<file path="src/rtl/uart_frame_rx.sv">
// uart_frame_rx: parses SYNC/LEN/PAYLOAD/CHK frames from a UART byte strobe,
// buffers the payload and releases it on a valid/ready stream once verified.
module uart_frame_rx #(
    parameter logic [7:0] SYNC_BYTE      = 8'hA5,
    parameter int         MAX_LEN        = 32,
    parameter int         TIMEOUT_CYCLES = 100_000
) (
    input  logic       clk_in,
    input  logic       rst_in,
    input  logic [7:0] byte_in,
    input  logic       valid_in,
    output logic [7:0] data_out,
    output logic       valid_out,
    input  logic       ready_in,
    output logic       last_out,
    output logic       frame_ok_out,
    output logic       frame_err_out,
    output logic [1:0] err_code_out,
    output logic       overrun_out
);

    localparam int W  = $clog2(MAX_LEN + 1);
    localparam int AW = (MAX_LEN > 1) ? $clog2(MAX_LEN) : 1;
    localparam int TW = (TIMEOUT_CYCLES > 1) ? $clog2(TIMEOUT_CYCLES) : 1;

    localparam logic [TW-1:0] IDLE_MAX = TW'(TIMEOUT_CYCLES - 1);
    localparam logic [7:0]    LEN_MAX  = 8'(MAX_LEN);
    localparam logic [W-1:0]  ONE      = W'(1);

    localparam logic [1:0] E_CHK     = 2'd0;
    localparam logic [1:0] E_LEN     = 2'd1;
    localparam logic [1:0] E_TIMEOUT = 2'd2;
    localparam logic [1:0] E_OVERRUN = 2'd3;

    typedef enum logic [2:0] {
        HUNT,
        LEN,
        PAYLOAD,
        CHECK,
        DRAIN
    } state_t;

    state_t state, state_n;

    logic [W-1:0]  len_q, len_n;
    logic [W-1:0]  wr_idx, wr_n;
    logic [W-1:0]  rd_idx, rd_n;
    logic [W-1:0]  len_m1;
    logic [7:0]    chk, chk_n;
    logic [TW-1:0] idle_cnt, idle_n;
    logic [1:0]    code_n;
    logic          ok_n, err_n, ovr_n;
    logic          we;
    logic          timeout;

    logic [7:0] mem [MAX_LEN];

    assign len_m1  = len_q - ONE;
    assign timeout = !valid_in && (idle_cnt == IDLE_MAX);

    assign valid_out = (state == DRAIN);
    assign last_out  = valid_out && (rd_idx == len_m1);
    assign data_out  = valid_out ? mem[rd_idx[AW-1:0]] : 8'h00;

    always_comb begin
        state_n = state;
        len_n   = len_q;
        wr_n    = wr_idx;
        rd_n    = rd_idx;
        chk_n   = chk;
        code_n  = err_code_out;
        ok_n    = 1'b0;
        err_n   = 1'b0;
        ovr_n   = 1'b0;
        we      = 1'b0;
        idle_n  = '0;

        // idle counter only runs while a frame is being assembled
        if ((state == LEN || state == PAYLOAD || state == CHECK) && !valid_in)
            idle_n = idle_cnt + TW'(1);

        unique case (state)
            HUNT: begin
                if (valid_in && byte_in == SYNC_BYTE)
                    state_n = LEN;
            end
            LEN: begin
                if (valid_in) begin
                    if (byte_in == 8'h00 || byte_in > LEN_MAX) begin
                        err_n   = 1'b1;
                        code_n  = E_LEN;
                        state_n = HUNT;
                    end else begin
                        len_n   = byte_in[W-1:0];
                        chk_n   = byte_in;
                        wr_n    = '0;
                        state_n = PAYLOAD;
                    end
                end else if (timeout) begin
                    err_n   = 1'b1;
                    code_n  = E_TIMEOUT;
                    state_n = HUNT;
                end
            end
            PAYLOAD: begin
                if (valid_in) begin
                    we    = 1'b1;
                    chk_n = chk ^ byte_in;
                    wr_n  = wr_idx + ONE;
                    if (wr_idx == len_m1)
                        state_n = CHECK;
                end else if (timeout) begin
                    err_n   = 1'b1;
                    code_n  = E_TIMEOUT;
                    state_n = HUNT;
                end
            end
            CHECK: begin
                if (valid_in) begin
                    if (byte_in == chk) begin
                        ok_n    = 1'b1;
                        rd_n    = '0;
                        state_n = DRAIN;
                    end else begin
                        err_n   = 1'b1;
                        code_n  = E_CHK;
                        state_n = HUNT;
                    end
                end else if (timeout) begin
                    err_n   = 1'b1;
                    code_n  = E_TIMEOUT;
                    state_n = HUNT;
                end
            end
            DRAIN: begin
                if (ready_in) begin
                    rd_n = rd_idx + ONE;
                    if (rd_idx == len_m1)
                        state_n = HUNT;
                end
                // no backpressure upstream: bytes arriving now are lost
                if (valid_in) begin
                    ovr_n = 1'b1;
                    if (byte_in == SYNC_BYTE) begin
                        err_n  = 1'b1;
                        code_n = E_OVERRUN;
                    end
                end
            end
            default: state_n = HUNT;
        endcase
    end

    always_ff @(posedge clk_in or posedge rst_in) begin
        if (rst_in) begin
            state         <= HUNT;
            len_q         <= '0;
            wr_idx        <= '0;
            rd_idx        <= '0;
            chk           <= '0;
            idle_cnt      <= '0;
            err_code_out  <= 2'd0;
            frame_ok_out  <= 1'b0;
            frame_err_out <= 1'b0;
            overrun_out   <= 1'b0;
        end else begin
            state         <= state_n;
            len_q         <= len_n;
            wr_idx        <= wr_n;
            rd_idx        <= rd_n;
            chk           <= chk_n;
            idle_cnt      <= idle_n;
            err_code_out  <= code_n;
            frame_ok_out  <= ok_n;
            frame_err_out <= err_n;
            overrun_out   <= ovr_n;
        end
    end

    always_ff @(posedge clk_in) begin
        if (we)
            mem[wr_idx[AW-1:0]] <= byte_in;
    end

endmodule

</file>
<file path="config.mk">
export PLATFORM = sky130hd
export DESIGN_NAME = uart_frame_rx
export DESIGN_NICKNAME = d
export VERILOG_FILES = /design/src/rtl/uart_frame_rx.sv
export SDC_FILE = /design/constraint.sdc
export NUM_CORES = 1
export LEC_CHECK = 0
export CORE_MARGIN = 2
export CORE_UTILIZATION = 45
export DETAILED_ROUTE_END_ITERATION = 16
export GPL_ROUTABILITY_DRIVEN = 0
export SLEW_MARGIN = 20
export SYNTH_ARGS = -nofsm -noshare
export SYNTH_HDL_FRONTEND = slang
export SYNTH_SLANG_ARGS = --single-unit
</file>
<file path="constraint.sdc">
create_clock -name clk_in -period 4 [get_ports clk_in]
set_input_delay 0.8 -clock clk_in [delete_from_list [all_inputs] [get_ports clk_in]]
set_output_delay 0.8 -clock clk_in [all_outputs]
set_load 0.01 [all_outputs]
</file>
==> results_dict.tcl, run 1 <==
set metrics [dict create \
    outcome "finished clean" \
    post-route-cell-area_sq_um 15000 \
    wl_per_cell_um 22.7 \
    cp-startpoint "rd_idx[0]" \
    worst_pin_slew_ps 859 \
    grt_usage_pct 19.6 \
    vias 7083 \
    setup_tns_ps 0 \
    hold_path_class "register to register" \
    maxCapViolCount 0 \
    finish.utilization_pct 53.8 \
    power_density_nw_per_um2 542 \
    fin_crit_sh_pct 96.2 \
    fmax_ghz 0.260 \
    cts_tree "built" \
    io_pins 27 \
    r2r_start "state[2]" \
    synthMuxAreaShare_pct 11.9 \
    clk_pin_slew_ps 60 \
    yosys_register_bits 307 \
    synth.avg_cell_area_sq_um 16.7 \
    drive_gt1_share_pct 22.4 \
    cts_htree_levels 2 \
    cp_common_cell "a21oi_1" \
    rows 61 \
    synth_seq_area_share_pct 70.2 \
    placed_area_sq_um 13800 \
    fin_nets 868 \
    dieWidth_um 173 \
    ys_types 55 \
    slew_viol_final 0 \
    synthCells 763 \
    use_met2_pct 32.3 \
    die_h_um 173 \
    cts-buffers-inserted 34 \
    p_comb_share_pct 16.3 \
    crit_path_end_kind "output pin" \
    seqPwrFrac_pct 44.5 \
    synth_top_family_by_area "multiplexers" \
    via_per_inst 5.65 \
    grt_use_met3_pct 4.22 \
    die_area_sq_um 29800 \
    antenna_found_initial 1 \
    busiest_layer "met2" \
    synthFlopType "edfxtp_1" \
    path_cells "buf_4, mux4_2, a22oi_1, a21oi_1, a21oi_1, nor2_1, clkdlybuf4s50_1" \
    finalHoldViolCount 0 \
    grt_remaining_overflow 0 \
    synth-edff-count 256 \
    met1_usage_pct 26.5 \
    crit_type "register to output pin" \
    fin_skew_ps 22.4 \
    portBuffers 26 \
    start_util_pct 45.9 \
    switchingPower_mw 2.02 \
    hpwl_um 18200 \
    preCtsSetupSlack_ps 533 \
    cpMaxStageDelayCell "dfrtp_4" \
    clockPowerShare_pct 39.2 \
    synth_fa_ha_area_share_pct 0.685 \
    timing.critical_path.buf_inv 2 \
    required_ps 3200 \
    grt_max_degree 39 \
    relSlewSlack_pct 42.7 \
    syn_area_sq_um 12800 \
    hp-start "idle_cnt[0]" \
    crit_family "compound AO/OA/AOI/OAI gates" \
    power.internal_mw 6.10 \
    drtIter0Drc 586 \
    final_antenna_net_count 0 \
    grt_pass1_vias 7348 \
    syn_nets 782 \
    setup_violations 0 \
    rsz0062_at_grt "false" \
    critical_path_arrival_ps 3050 \
    layout_common_cells "edfxtp_1 (256), nor2_1 (66), mux4_2 (64), buf_4 (57), dfrtp_1 (49)" \
    final_common_cell "edfxtp_1" \
    start_kind "register" \
    synth_compound_area_share_pct 5.11 \
    synth-simple-area-share_pct 7.03 \
    grt_pass1_wl_um 44100 \
    cts.sinks 307 \
    post-route-drc-count 0 \
    switching_share_pct 24.9 \
    p_leak_nw 5.08 \
    vdd_drop_max_uv 336 \
    syn_to_final_growth_pct 17.3 \
    synthXorXnorAreaFrac_pct 3.09 \
    worst_slack_ps 151 \
    wirelength_um 28500 \
    path_max_fanout 7 \
    first_pass_iters 5 \
    root_buffer "clkbuf_16" \
    fin_crit_ps 3850 \
    ys_warn_count 0 \
    core_sq_um 27900 \
    synthArstFlopShare_pct 16.6 \
    cpPeakStageDelay_ps 520 \
    clock_path_buffers 3 \
    insertion_delay_ps 520 \
]
power groups by stage:
stage / Sequential, mW / Clock (mW) / Combinational, mW
final: 3.61 / 3.18 / 1.33
after global routing: 3.62 / 3.37 / 1.43
after CTS: 3.61 / 3.24 / 1.36
after detailed placement: 3.69 / 0 / 1.32
after global placement: 3.69 / 0 / 1.31
after floorplan: 3.57 / 0 / 0.917
worst reg2reg max path, stage by stage (launching register included):
cell	delay, ps
dfrtp_1	450
and2b_1	260
and3_1	360
nand2_1	400
nor2_1	460
buf_4	240
state kept, by name, summed over array words and instances, names as in the netlist:
name / cells
mem: 256
wr_idx: 6
frame_err_out: 1
chk: 8
overrun_out: 1
len_q: 6
state: 3
rd_idx: 6
idle_cnt: 17
frame_ok_out: 1
err_code_out: 2
cell usage after synthesis, types with 2 or more instances:
cell type | n | area, sq um
or3_4 | 2 | 22.5
nor2b_1 | 2 | 12.5
o31ai_1 | 6 | 45.0
edfxtp_1 | 256 | 7690
a31oi_1 | 3 | 18.8
buf_6 | 4 | 45.0
and2_1 | 4 | 25.0
clkbuf_1 | 17 | 63.8
a22oi_1 | 32 | 240
or2_2 | 2 | 12.5
xor2_1 | 21 | 184
nor4_2 | 2 | 25.0
mux2_2 | 6 | 67.6
nor4b_1 | 2 | 17.5
nand3_1 | 21 | 105
xnor3_1 | 2 | 45.0
nor2_1 | 66 | 248
buf_2 | 10 | 50.1
mux4_2 | 64 | 1440
dfrtp_1 | 51 | 1280
o2bb2ai_1 | 3 | 26.3
nor4_1 | 2 | 12.5
o21ai_0 | 13 | 65.1
buf_1 | 3 | 11.3
xnor2_1 | 19 | 166
ha_1 | 7 | 87.6
or3_1 | 6 | 37.5
nand4_1 | 8 | 50.1
or4_1 | 4 | 30.0
nand3b_1 | 4 | 30.0
buf_4 | 2 | 15.0
and3_1 | 5 | 31.3
inv_1 | 15 | 56.3
nand2_1 | 32 | 120
a21oi_1 | 39 | 195
nor3_1 | 9 | 45.0
final cells by class:
class                      count  area (sq um)
fill                        2210         12900
inverter                      16          60.1
clock buffer                  40           895
tap                          378           473
timing repair buffer          87           776
multi-input combinational    403          3560
clock inverter                22           254
sequential                   307          8970
antenna                        1          2.50
stage by stage:
stage | cells | hold slack [ps] | power, mW
final | 1254 | 493 | 8.12
after global routing | 1253 | 517 | 8.42
after CTS | 1253 | 494 | 8.21
after detailed placement | 1187 | 477 | 5.00
after global placement | 1187 | 468 | 5.00
after floorplan | 763 | 455 | 4.49
cells by family after synthesis:
kind of cell,Yosys count
xor+xnor,42
mux,71
fa+ha+maj,7
buf+inv,53
compound gates,104
flops,307
simple gates,179
worst paths after layout:
check / end / slack, ps / cells past startpoint
max reg2reg: mem[17][0] / 1550 / 5
min in group asynchronous: idle_cnt[2] / 760 / 2
max: data_out[6] / 150 / 7
min: idle_cnt[0] / 490 / 1
min reg2reg: idle_cnt[0] / 490 / 1
max in group asynchronous: idle_cnt[9] / 2500 / 3
metal layers:
metal,vias up,share of wire [%]
met3,46,5.3
met5,-,0
met1,3658,43
met4,0,2.4
met2,200,50
li1,3179,-
timing repair:
action,4_1_cts,5_1_grt
gates resized for setup,2,1
hold buffers,0,0
gates cloned,0,0
buffers inserted,4,0
hold endpoints to repair,0,0
endpoints found under the setup margin,3,3
No activity file was read; power rests on OpenSTA's default activity.
==> run 2: changes to the inputs <==
- CTS_CLUSTER_DIAMETER: unset -> 50
- HOLD_SLACK_MARGIN: unset -> 0.05
==> results_dict.tcl, run 2 (synthesis gave the netlist of run 1 again) <==
set metrics [dict create \
    rows 61 \
    start_util_pct 45.9 \
    fin_crit_sh_pct 95.5 \
    wl_per_cell_um 22.6 \
    grt_usage_pct 19.5 \
    power.internal_mw 6.16 \
    final_antenna_net_count 0 \
    required_ps 3200 \
    cts-buffers-inserted 36 \
    die_h_um 173 \
    cts.sinks 307 \
    r2r_cells 5 \
    insertion_delay_ps 510 \
    fin_nets 870 \
    crit_path_end_kind "output pin" \
    p_comb_share_pct 16.3 \
    clockPowerShare_pct 39.6 \
    grt_pass1_vias 7361 \
    placed_area_sq_um 13800 \
    post-route-cell-area_sq_um 15000 \
    hpwl_um 18200 \
    fmax_ghz 0.262 \
    grt_remaining_overflow 0 \
    finalHoldViolCount 0 \
    seqPwrFrac_pct 44.1 \
    critical_path_arrival_ps 3020 \
    slew_viol_final 0 \
    hold_path_class "register to register" \
    rsz0062_at_grt "false" \
    fin_crit_ps 3820 \
    fin_skew_ps 25.2 \
    drive_gt1_share_pct 22.4 \
    portBuffers 26 \
    syn_to_final_growth_pct 17.7 \
    worst_pin_slew_ps 848 \
    largest_register_ffs 256 \
    grt_max_degree 39 \
    antenna_found_initial 1 \
    clk_pin_slew_ps 60 \
    p_leak_nw 5.11 \
    cts_hold_buf 0 \
    die_area_sq_um 29800 \
    via_per_inst 5.68 \
    drtIter0Drc 582 \
    switching_share_pct 24.8 \
    final_common_cell "edfxtp_1" \
    io_pins 27 \
    clock_path_buffers 3 \
    wirelength_um 28400 \
    setup_violations 0 \
    first_pass_iters 5 \
    vdd_drop_max_uv 276 \
    setup_tns_ps 0 \
    power_density_nw_per_um2 545 \
    relSlewSlack_pct 43.5 \
    cts_tree "built" \
    r2r_start "state[2]" \
    rrSetupSlack_ps 1610 \
    cts_htree_levels 2 \
    crit_type "register to output pin" \
    vias 7130 \
    layout_common_cells "edfxtp_1 (256), nor2_1 (66), mux4_2 (64), buf_4 (56), dfrtp_1 (49)" \
    switchingPower_mw 2.03 \
    core_sq_um 27900 \
    root_buffer "clkbuf_16" \
    r2r-end "mem[17][0]" \
    crit_end "data_out[6]" \
    path_max_fanout 6 \
    dieWidth_um 173 \
    post-route-drc-count 0 \
    maxCapViolCount 0 \
    outcome "finished clean" \
    grt_pass1_wl_um 44200 \
    cp-startpoint "rd_idx[0]" \
    start_kind "register" \
]
## run 2: changes by cell type in the layout (fill, tap and decap cells not counted), sizes merged
| cell | delta |
|---|---|
| clkinv | +3 |
| clkinvlp | -2 |
| bufinv | -1 |
| clkbuf | +1 |
## run 2: worst min-delay path by stage
stage | from | endpoint | slack (ps) | depth (start not counted)
5_1_grt | err_code_out[0] | err_code_out[0] | 520 | 1
3_5_place_dp | err_code_out[0] | err_code_out[0] | 480 | 1
2_1_floorplan | idle_cnt[0] | idle_cnt[0] | 460 | 1
3_3_place_gp | idle_cnt[0] | idle_cnt[0] | 470 | 1
4_1_cts | err_code_out[0] | err_code_out[0] | 490 | 1
6_report | idle_cnt[0] | idle_cnt[0] | 490 | 1
## run 2: layer usage
metal	GRT usage [%]	wire, um	share of wire (%)	vias to the layer above
li1	-	-	-	3183
met1	26.6	12200	43	3695
met2	32.3	14200	50	206
met3	3.71	1450	5.1	46
met4	5.31	603	2.1	0
met5	0	0	0	-
## run 2: power groups by stage
stage	clock network [mW]	logic, mW	registers (mW)
after global placement	0	1.31	3.69
after detailed placement	0	1.32	3.69
after floorplan	0	0.917	3.57
after global routing	3.43	1.44	3.62
after CTS	3.28	1.37	3.61
final	3.24	1.34	3.61
## run 2: stage by stage
stage / util (%) / hold WS (ps) / total power [mW] / setup WS, ps / instances
3_3_place_gp: 49.5 / 468 / 5.00 / 530 / 1187
2_1_floorplan: - / 455 / 4.49 / 1410 / 763
4_1_cts: 54.0 / 493 / 8.26 / 1.73 / 1254
3_5_place_dp: 49.5 / 477 / 5.00 / 533 / 1187
5_1_grt: 54.0 / 515 / 8.48 / 21.8 / 1254
6_report: 54.0 / 491 / 8.19 / 181 / 1255
## run 2: layout make-up
| cell class | instances | area (sq um) |
|---|---|---|
| Timing Repair Buffer | 87 | 788 |
| Clock buffer | 41 | 962 |
| Inverter | 16 | 60.1 |
| Clock inverter | 22 | 228 |
| Antenna cell | 1 | 2.50 |
| Fill cell | 2227 | 12800 |
| Sequential cell | 307 | 8970 |
| Tap cell | 378 | 473 |
| Multi-Input combinational cell | 403 | 3560 |
## run 2: critical path, stage by stage (launching register included)
cell             delay, ps
dfrtp_4                530
buf_12                 130
mux4_2                 490
a22oi_1                360
a21oi_1                150
a21oi_1                250
nor2_1                  90
clkdlybuf4s50_1        510
## run 2: repair_timing
| action | in CTS | in global routing |
|---|---|---|
| resized for setup | 1 | 2 |
| endpoints found under the setup margin | 2 | 5 |
| buffers inserted | 4 | 0 |
==> run 3: changes to the inputs <==
- CTS_CLUSTER_SIZE: unset -> 28
- PLACE_DENSITY: unset -> 0.62
==> results_dict.tcl, run 3 (synthesis gave the netlist of run 1 again) <==
set metrics [dict create \
    rows 61 \
    fmax_ghz 0.255 \
    cpMaxStageDelayCell "dfrtp_4" \
    vias 7055 \
    dieWidth_um 173 \
    slew_viol_final 0 \
    grt_remaining_overflow 0 \
    drive_gt1_share_pct 22.4 \
    cts_htree_levels 1 \
    outcome "finished clean" \
    clockPowerShare_pct 36.8 \
    die_area_sq_um 29800 \
    seqPwrFrac_pct 45.5 \
    p_comb_share_pct 17.6 \
    path_cells "buf_4, mux4_2, a22oi_1, nand2_1, a21oi_1, nor2_1, clkdlybuf4s50_1" \
    drtIter0Drc 730 \
    grt_pass1_vias 7399 \
    top_layer "met5" \
    root_buffer "clkbuf_16" \
    crit_family "buffers and inverters" \
    fin_crit_sh_pct 97.9 \
    rsz0062_at_grt "true" \
    switchingPower_mw 2.16 \
    cpPeakStageDelay_ps 550 \
    largest_register_ffs 256 \
    core_sq_um 27900 \
    die_h_um 173 \
    wirelength_um 28300 \
    timing.critical_path.buf_inv 2 \
    dr_wl_met2_um 14100 \
    io_pins 27 \
    critical_path_arrival_ps 3110 \
    layout_common_cells "edfxtp_1 (256), nor2_1 (66), mux4_2 (64), dfrtp_1 (49), buf_4 (49)" \
    cts-buffers-inserted 28 \
    hold_path_class "register to register" \
    clk_pin_slew_ps 70 \
    first_pass_iters 5 \
    power.internal_mw 5.72 \
    wl_per_cell_um 22.9 \
    finalHoldViolCount 0 \
    maxCapViolCount 0 \
    via_per_inst 5.70 \
    cts.sinks 307 \
    cts_hold_buf 0 \
    clock_path_buffers 3 \
    cts_tree "built" \
    worst_slack_ps 85.0 \
    wl_met1_um 12000 \
    fin_nets 857 \
    worst_pin_slew_ps 902 \
    preCtsSetupSlack_ps 370 \
    path_max_fanout 8 \
    n_antenna_cell 0 \
    placed_area_sq_um 13700 \
    crit_path_end_kind "output pin" \
    setup_violations 0 \
    final_antenna_net_count 0 \
    grt_max_degree 52 \
    wl_met3_um 1700 \
    insertion_delay_ps 560 \
    post-route-cell-area_sq_um 14900 \
    grt_pass1_wl_um 44400 \
    portBuffers 26 \
    hpwl_um 18300 \
    fin_crit_ps 3910 \
    final_common_cell "edfxtp_1" \
    antenna_found_initial 1 \
    relSlewSlack_pct 39.8 \
    fin_skew_ps 12.9 \
    power_density_nw_per_um2 529 \
    post-route-drc-count 0 \
    switching_share_pct 27.4 \
    grt_usage_pct 19.5 \
    start_kind "register" \
    crit_type "register to output pin" \
    syn_to_final_growth_pct 16.5 \
    vdd_drop_max_uv 321 \
    start_util_pct 45.9 \
    p_leak_nw 5.03 \
    required_ps 3200 \
]
## run 3: cell types whose count changed in the layout (fill, tap and decap cells not counted), sizes merged
cell           change
bufinv             -2
buf                -6
clkbuf            -11
dlymetal6s2s       +1
clkinvlp           +1
diode              -1
clkinv             -6
clkdlybuf4s50      -1
inv                +7
## run 3: power groups by stage
stage	combinational, mW	clock (mW)	sequential, mW
floorplan	0.917	0	3.57
global placement	1.29	0	3.68
detailed placement	1.30	0	3.68
CTS	1.36	2.96	3.58
global route	1.50	3.07	3.60
finish	1.39	2.90	3.59
## run 3: area by class of cell
cell class | count | area, sq um
Fill cell | 2208 | 13000
Sequential cell | 307 | 8970
Multi-Input combinational cell | 403 | 3570
Timing Repair Buffer | 82 | 777
Clock buffer | 29 | 726
Tap cell | 378 | 473
Clock inverter | 22 | 303
Inverter | 16 | 61.3
## run 3: worst register-to-register path, stage by stage, from the launching register on
cell	delay, ps
dfrtp_1	460
and2b_1	250
and3_1	280
nand2_1	350
nor2_1	710
## run 3: worst paths after layout
check	end	from	slack [ps]	cells after the start
setup / recovery	data_out[6]	rd_idx[0]	90	7
hold / removal	idle_cnt[0]	idle_cnt[0]	500	1
setup reg to reg	mem[17][4]	state[2]	1590	4
hold reg to reg	idle_cnt[0]	idle_cnt[0]	500	1
max in group asynchronous	rd_idx[1]	rst_in	2650	2
min in group asynchronous	err_code_out[1]	rst_in	740	2
## run 3: per-stage QoR
step / TNS (ps) / instances / power, mW / hold WS, ps / util (%)
floorplan: 0 / 763 / 4.49 / 455 / -
global placement: 0 / 1179 / 4.97 / 467 / 49.3
detailed placement: 0 / 1179 / 4.98 / 480 / 49.3
CTS: 0 / 1234 / 7.91 / 500 / 53.1
global route: -5.62 / 1237 / 8.17 / 527 / 53.4
finish: 0 / 1237 / 7.88 / 497 / 53.4
## run 3: timing repair
item | 4_1_cts | 5_1_grt
buffers inserted | 4 | 2
gates resized for setup | 0 | 8
cloned | 0 | 1
pin swaps | 0 | 0
setup endpoints to repair | 8 | 7
## run 3: per-layer routing
| layer | global-route usage [%] | vias to the layer above |
|---|---|---|
| met5 | 0 | - |
| met1 | 27.0 | 3628 |
| met2 | 32.7 | 231 |
| met3 | 3.12 | 45 |
| met4 | 4.38 | 2 |
| li1 | - | 3149 |
